`src/rtl/pid_pkg.sv`:
```
// Shared fixed-point definitions for the fuzzy adaptive PID loop.
package pid_pkg;

  localparam int DATA_W = 32;

  // Saturation is symmetric, so the most-negative code never appears and negation is always safe.
  localparam logic signed [DATA_W-1:0] SAT_MAX = {1'b0, {(DATA_W-1){1'b1}}};
  localparam logic signed [DATA_W-1:0] SAT_MIN = -SAT_MAX;

  // Clamp a DATA_W+1 bit difference into the symmetric DATA_W range.
  function automatic logic signed [DATA_W-1:0] sat_sub(input logic signed [DATA_W:0] x);
    logic signed [DATA_W-1:0] r;
    if (x > (DATA_W+1)'(SAT_MAX))
      r = SAT_MAX;
    else if (x < (DATA_W+1)'(SAT_MIN))
      r = SAT_MIN;
    else
      r = x[DATA_W-1:0];
    return r;
  endfunction

endpackage

```
`src/rtl/position_error_sampler_if.sv`:
```
// Sample strobe, position inputs and error/derivative outputs of the sampler.
interface position_error_sampler_if #(parameter int DATA_W = pid_pkg::DATA_W);
  logic                     clk_100k_enable;
  logic signed [DATA_W-1:0] target_pos;
  logic signed [DATA_W-1:0] actual_pos;
  logic signed [DATA_W-1:0] error_pos;
  logic signed [DATA_W-1:0] delta_error;
  logic                     sample_valid;
  logic                     sign_change;

  modport master (
    output clk_100k_enable, target_pos, actual_pos,
    input  error_pos, delta_error, sample_valid, sign_change
  );

  modport slave (
    input  clk_100k_enable, target_pos, actual_pos,
    output error_pos, delta_error, sample_valid, sign_change
  );
endinterface

```
`src/rtl/position_error_sampler_moving_average.sv`:
```
// Boxcar average of the last 2^AVG_LOG2 samples, zero-filled after reset.
module moving_average #(
  parameter int DATA_W   = 32,
  parameter int AVG_LOG2 = 2
) (
  input  logic                     clk,
  input  logic                     reset,
  input  logic                     in_valid,
  input  logic signed [DATA_W-1:0] in_data,
  output logic signed [DATA_W-1:0] out_data
);
  localparam int N  = 1 << AVG_LOG2;
  localparam int PW = (AVG_LOG2 > 0) ? AVG_LOG2 : 1;
  localparam int SW = DATA_W + AVG_LOG2;

  logic signed [DATA_W-1:0] win [N];
  logic [PW-1:0]            ptr;
  logic signed [SW-1:0]     sum;
  logic signed [SW-1:0]     sum_next;

  // win[ptr] is the oldest entry; it is replaced by the incoming sample.
  assign sum_next = sum + SW'(in_data) - SW'(win[ptr]);

  // Circular buffer write, running sum and floor-rounded average.
  always_ff @(posedge clk or posedge reset) begin
    if (reset) begin
      for (int i = 0; i < N; i++) win[i] <= '0;
      ptr      <= '0;
      sum      <= '0;
      out_data <= '0;
    end else if (in_valid) begin
      win[ptr] <= in_data;
      ptr      <= (ptr == PW'(N-1)) ? '0 : ptr + 1'b1;
      sum      <= sum_next;
      out_data <= DATA_W'(sum_next >>> AVG_LOG2);
    end
  end
endmodule

```
`src/rtl/position_error_sampler.sv`:
```
// Samples target/actual position on each strobe and produces a saturated,
// deadbanded error, an averaged error derivative and a sign-flip pulse.
// Three register stages; outputs update three clocks after the strobe.
module position_error_sampler #(
  parameter int          DATA_W   = pid_pkg::DATA_W,
  parameter int          AVG_LOG2 = 2,
  parameter int unsigned DEADBAND = 0
) (
  input logic clk,
  input logic reset,
  position_error_sampler_if.slave bus
);
  import pid_pkg::sat_sub;

  logic                     s1_valid;
  logic signed [DATA_W-1:0] s1_err;
  logic signed [DATA_W:0]   raw_diff;

  logic [DATA_W-1:0]        s1_mag;
  logic signed [DATA_W-1:0] err_db;
  logic signed [DATA_W:0]   err_diff;
  logic signed [DATA_W-1:0] d_next;

  logic                     s2_valid;
  logic signed [DATA_W-1:0] s2_err;
  logic signed [DATA_W-1:0] s2_d;
  logic                     s2_first;
  logic signed [DATA_W-1:0] prev_err;
  logic                     primed;

  logic signed [DATA_W-1:0] error_pos_q;
  logic                     sample_valid_q;
  logic                     sign_change_q;
  logic                     prev_sign;
  logic signed [DATA_W-1:0] avg_out;

  assign raw_diff = (DATA_W+1)'(bus.target_pos) - (DATA_W+1)'(bus.actual_pos);

  // S1: capture the saturated raw error only on the strobe cycle.
  always_ff @(posedge clk or posedge reset) begin
    if (reset) begin
      s1_valid <= 1'b0;
      s1_err   <= '0;
    end else begin
      s1_valid <= bus.clk_100k_enable;
      if (bus.clk_100k_enable) s1_err <= sat_sub(raw_diff);
    end
  end

  assign s1_mag   = s1_err[DATA_W-1] ? DATA_W'(-s1_err) : DATA_W'(s1_err);
  assign err_db   = (s1_mag <= DATA_W'(DEADBAND)) ? '0 : s1_err;
  assign err_diff = (DATA_W+1)'(err_db) - (DATA_W+1)'(prev_err);
  assign d_next   = primed ? sat_sub(err_diff) : '0;

  // S2: deadband, first-difference against the previous error.
  always_ff @(posedge clk or posedge reset) begin
    if (reset) begin
      s2_valid <= 1'b0;
      s2_err   <= '0;
      s2_d     <= '0;
      s2_first <= 1'b0;
      prev_err <= '0;
      primed   <= 1'b0;
    end else begin
      s2_valid <= s1_valid;
      if (s1_valid) begin
        s2_err   <= err_db;
        s2_d     <= d_next;
        s2_first <= ~primed;
        prev_err <= err_db;
        primed   <= 1'b1;
      end
    end
  end

  // S3: publish error and sign-flip pulse; zero counts as non-negative.
  always_ff @(posedge clk or posedge reset) begin
    if (reset) begin
      error_pos_q    <= '0;
      sample_valid_q <= 1'b0;
      sign_change_q  <= 1'b0;
      prev_sign      <= 1'b0;
    end else begin
      sample_valid_q <= s2_valid;
      sign_change_q  <= s2_valid && !s2_first && (prev_sign != s2_err[DATA_W-1]);
      if (s2_valid) begin
        error_pos_q <= s2_err;
        prev_sign   <= s2_err[DATA_W-1];
      end
    end
  end

  moving_average #(
    .DATA_W   (DATA_W),
    .AVG_LOG2 (AVG_LOG2)
  ) u_avg (
    .clk      (clk),
    .reset    (reset),
    .in_valid (s2_valid),
    .in_data  (s2_d),
    .out_data (avg_out)
  );

  assign bus.error_pos    = error_pos_q;
  assign bus.delta_error  = avg_out;
  assign bus.sample_valid = sample_valid_q;
  assign bus.sign_change  = sign_change_q;
endmodule

```
`src/flat_wrapper.sv`:
```
// flat-port wrapper written by rule: the top's interface ports become plain ports
module position_error_sampler_flat import pid_pkg::sat_sub;
#(
  parameter int          DATA_W   = pid_pkg::DATA_W,
  parameter int          AVG_LOG2 = 2,
  parameter int unsigned DEADBAND = 0
)
  (clk, reset, bus_clk_100k_enable, bus_target_pos, bus_actual_pos, bus_error_pos, bus_delta_error, bus_sample_valid, bus_sign_change);
  position_error_sampler_if #(.DATA_W(DATA_W)) bus_i ();
  input logic clk;
  input logic reset;
  input wire logic [$bits(bus_i.clk_100k_enable)-1:0] bus_clk_100k_enable;
  input wire logic [$bits(bus_i.target_pos)-1:0] bus_target_pos;
  input wire logic [$bits(bus_i.actual_pos)-1:0] bus_actual_pos;
  output wire logic [$bits(bus_i.error_pos)-1:0] bus_error_pos;
  output wire logic [$bits(bus_i.delta_error)-1:0] bus_delta_error;
  output wire logic [$bits(bus_i.sample_valid)-1:0] bus_sample_valid;
  output wire logic [$bits(bus_i.sign_change)-1:0] bus_sign_change;
  assign bus_i.clk_100k_enable = bus_clk_100k_enable;
  assign bus_i.target_pos = bus_target_pos;
  assign bus_i.actual_pos = bus_actual_pos;
  assign bus_error_pos = bus_i.error_pos;
  assign bus_delta_error = bus_i.delta_error;
  assign bus_sample_valid = bus_i.sample_valid;
  assign bus_sign_change = bus_i.sign_change;
  position_error_sampler #(.DATA_W(DATA_W), .AVG_LOG2(AVG_LOG2), .DEADBAND(DEADBAND)) u_core (.clk(clk), .reset(reset), .bus(bus_i));
endmodule
```
`config.mk`:
```
export PLATFORM = sky130hd
export DESIGN_NAME = position_error_sampler_flat
export DESIGN_NICKNAME = d
export VERILOG_FILES = /design/src/rtl/pid_pkg.sv /design/src/rtl/position_error_sampler_if.sv /design/src/rtl/position_error_sampler_moving_average.sv /design/src/rtl/position_error_sampler.sv /design/src/flat_wrapper.sv
export SDC_FILE = /design/constraint.sdc
export NUM_CORES = 1
export LEC_CHECK = 0
export ABC_AREA = 0
export CAP_MARGIN = 5
export CORE_MARGIN = 3
export CORE_UTILIZATION = 45
export DETAILED_ROUTE_END_ITERATION = 10
export PLACE_DENSITY = 0.69
export SKIP_LAST_GASP = 1
export SYNTH_ARGS = -nofsm -noshare
export SYNTH_HDL_FRONTEND = slang
export SYNTH_SLANG_ARGS = --single-unit
```
`constraint.sdc`:
```
create_clock -name clk -period 12.1 [get_ports clk]
set_clock_uncertainty 0.05 [all_clocks]
set_input_delay 1.815 -clock clk [delete_from_list [all_inputs] [get_ports clk]]
set_output_delay 1.815 -clock clk [all_outputs]
set_load 0.02 [all_outputs]
```
==> impl_results.md <==
* Clock buffer depth at 3
* Die Wd at 210.9 µm
* Hold Path Class: reg2reg
* Crit path DAT at 5.80 ns
* Startpoint Class: input port
* Post-synth EDFFs at 0
* Initial core utilization at 45.95%
* Area Overhead vs Synth at 12.86%
* Register area at 7463 µm²
* NumNets Final at 2295
* Synth unique cells at 79
* Initial drt markers at 780
* Synth Area in Adders at 10.89%
* Synthesized instance count at 2066
* Met3 usage at 3.104%
* # diodes at 0
* Post-synthesis sequential area ratio at 39.48%
* Setup total negative slack at 0 ns
* Crit path kind: in2reg
* Mean Syn Cell Area at 9.142 µm²
* Mux contribution to synthesized area at 6.386%
* Main area contributors after synthesis: dfrtp_1, ha_1, o21ai_0, nand2_1, inv_1
* Gr busiest metal: met2
* First-pass GRT wire length at 71080 µm
* Outcome: completed
* Final design utilization at 51.86%
* Core area at 41110 µm²
* Synth Area in Compound Gates at 18.42%
* Largest net degree at the start of global routing at 102
* Clock Root Buffer: clkbuf_16
* Final std cells w/o fill at 2640
* Die Footprint at 44470 µm²
* # fillers at 3789
* Hold-fix buffer count after cts at 0
* Routed vias at 14251
* Post-Synthesis Net Count at 2270
* Crit end category: flop
* Final HPWL DP at 31470 µm
* Vias in the first global route at 14192
* Main combinational cell family by area after synthesis: compound AO/OA/AOI/OAI gates
* Yosys top cell by area: dfrtp_1
* Share of layout cells above drive strength 1 at 7.780%
* Number of max-cap violations at 0
* Dpl cells at 2590
* Die height at 210.9 µm
* Top FF cell, synth: dfrtp_1
* GPL Wtd Cong at 0.8489
* CTS buffer count at 31
* Simple-gate portion of the synthesized area at 12.35%
* Detailed Route WL at 42440 µm
* Post-synthesis xor/xnor area fraction at 4.028%
* Worst Path Required at 12.52 ns
* CTS tree: built
* IO Count at 133
* Number of DRC violations after detailed routing at 0
* Vias per inst at 5.398
* Synthesis Warnings at 0
* Overall Global Routing Usage at 19.10%
* Pins Over Slew Limit at 0
* Achievable Freq at 185.9 MHz
* Top cells by count, synth: dfrtp_1, nand2_1, o21ai_0, inv_1, clkbuf_1
* Final hold vios at 0
* Grt ovf at 0
* Number of H-tree levels at 1
* Wire per inst at 16.08 µm
* Met1 usage at 25.84%
* Slew @ Worst Pin at 1.216 ns
* Multi-input gate area at 9843 µm²
* Initial antenna violation count at 0
* Most common cell in the netlist: dfrtp_1
* Period Utilization, post-route at 44.46%
* Port bufs at 132
* Setup Buffers After CTS at 0
* Max_slew headroom at 18.92%
* FF+latch count, synth at 298
* Post-CTS resize count at 0
* Post-synth ARST share at 100.0%
* TritonRoute pass-1 iters at 7
* Core Rows at 74
* Post-route ant nets at 0
* Tmin final at 5.379 ns
* Post-synthesis instance area at 18890 µm²
* CTS sink count at 298
* Crit Path Max Fanout at 18
* RSZ-0062 raised after global routing: no
* Worst skew pair latency at 0.56 ns
* Final setup viols at 0
* Yosys top cell area share at 39.48%
* Global-route met2 utilization at 32.89%
* Reg clk slew, reported paths at 0.06 ns
[routing by layer]
metal  share of wire (%)  up-vias
met5                   0        -
met4                 1.4        0
met3                 4.8       37
met2                  48      259
met1                  46     6837
li1                    -     7118
[per-stage QoR]
step | setup slack [ns] | cell area (µm²) | hold WS [ns]
6_report | 6.721 | 21320 | 0.4224
5_1_grt | 6.359 | 21320 | 0.4449
4_1_cts | 6.734 | 21320 | 0.4285
3_5_place_dp | 6.199 | 20280 | 0.4153
3_3_place_gp | 6.324 | 20280 | 0.4067
2_1_floorplan | 2.002 | 18890 | 0.3019
[layout make-up]
type / count / share of cell area (%)
clock buffers: 41 / 4.144
flip-flops and latches: 298 / 35.01
repair buffers: 150 / 6.832
clock inverters: 9 / 0.7043
inverters: 226 / 4.015
well taps: 532 / 3.122
multi-input cells: 1384 / 46.17
[flip-flops by register name, indices dropped and copies added, names as in the netlist]
signal	cells
u_core.bus.error_pos	31
u_core.prev_err	32
u_core.s2_d	32
u_core.u_avg.sum	2
u_core.bus.sign_change	1
u_core.prev_sign	1
u_core.s1_valid	1
u_core.s2_valid	1
u_core.u_avg.out_data	32
u_core.s1_err	32
u_core.bus.sample_valid	1
u_core.primed	1
u_core.u_avg.win	128
u_core.u_avg.ptr	2
u_core.s2_first	1
[kinds of logic after synthesis]
kind of cell,Yosys count
buffers and inverters,384
AOI/OAI and AO/OA,557
and+or+nand+nor,520
adders and majority gates,145
xor gates and xnor gates,86
muxes,76
DFF,298
[worst paths after layout]
kind / startpoint / to / slack, ns / cells past startpoint
worst min-delay path: u_core.u_avg.win[41] / u_core.u_avg.win[41] / 0.42 / 2
max in group asynchronous: reset / u_core.u_avg.ptr[0] / 8.23 / 4
min in group asynchronous: reset / u_core.u_avg.win[64] / 1.70 / 2
worst min register to register: u_core.u_avg.win[41] / u_core.u_avg.win[41] / 0.42 / 2
worst max-delay path: bus_actual_pos[4] / u_core.s1_err[14] / 6.72 / 14
worst max register to register: u_core.u_avg.ptr[1] / u_core.u_avg.out_data[25] / 6.77 / 16
[worst max-delay path: stages]
cell	delay [ns]
clkdlybuf4s50_1	0.45
inv_1	0.04
ha_1	0.37
o211ai_1	0.12
a21oi_1	0.25
o211ai_2	0.20
a211oi_2	0.29
o21ai_1	0.14
a2111oi_2	0.60
o211ai_1	0.19
a21oi_2	0.24
xor2_2	0.44
nand3_2	0.40
o211ai_1	0.22
[layout by cell type (no fill, tap or decap), types with 45 or more instances in the layout]
cell type and instances:
inv_1 224, nand2_1 275, o21ai_0 231, ha_1 102, nor3_1 45, dfrtp_1 295, nor2_1 81, a21oi_1 94
clkdlybuf4s50_1 132, xnor2_1 56
Power is not shown: default switching activity piles up to over one toggle a cycle in this logic, so the estimate is an artifact.
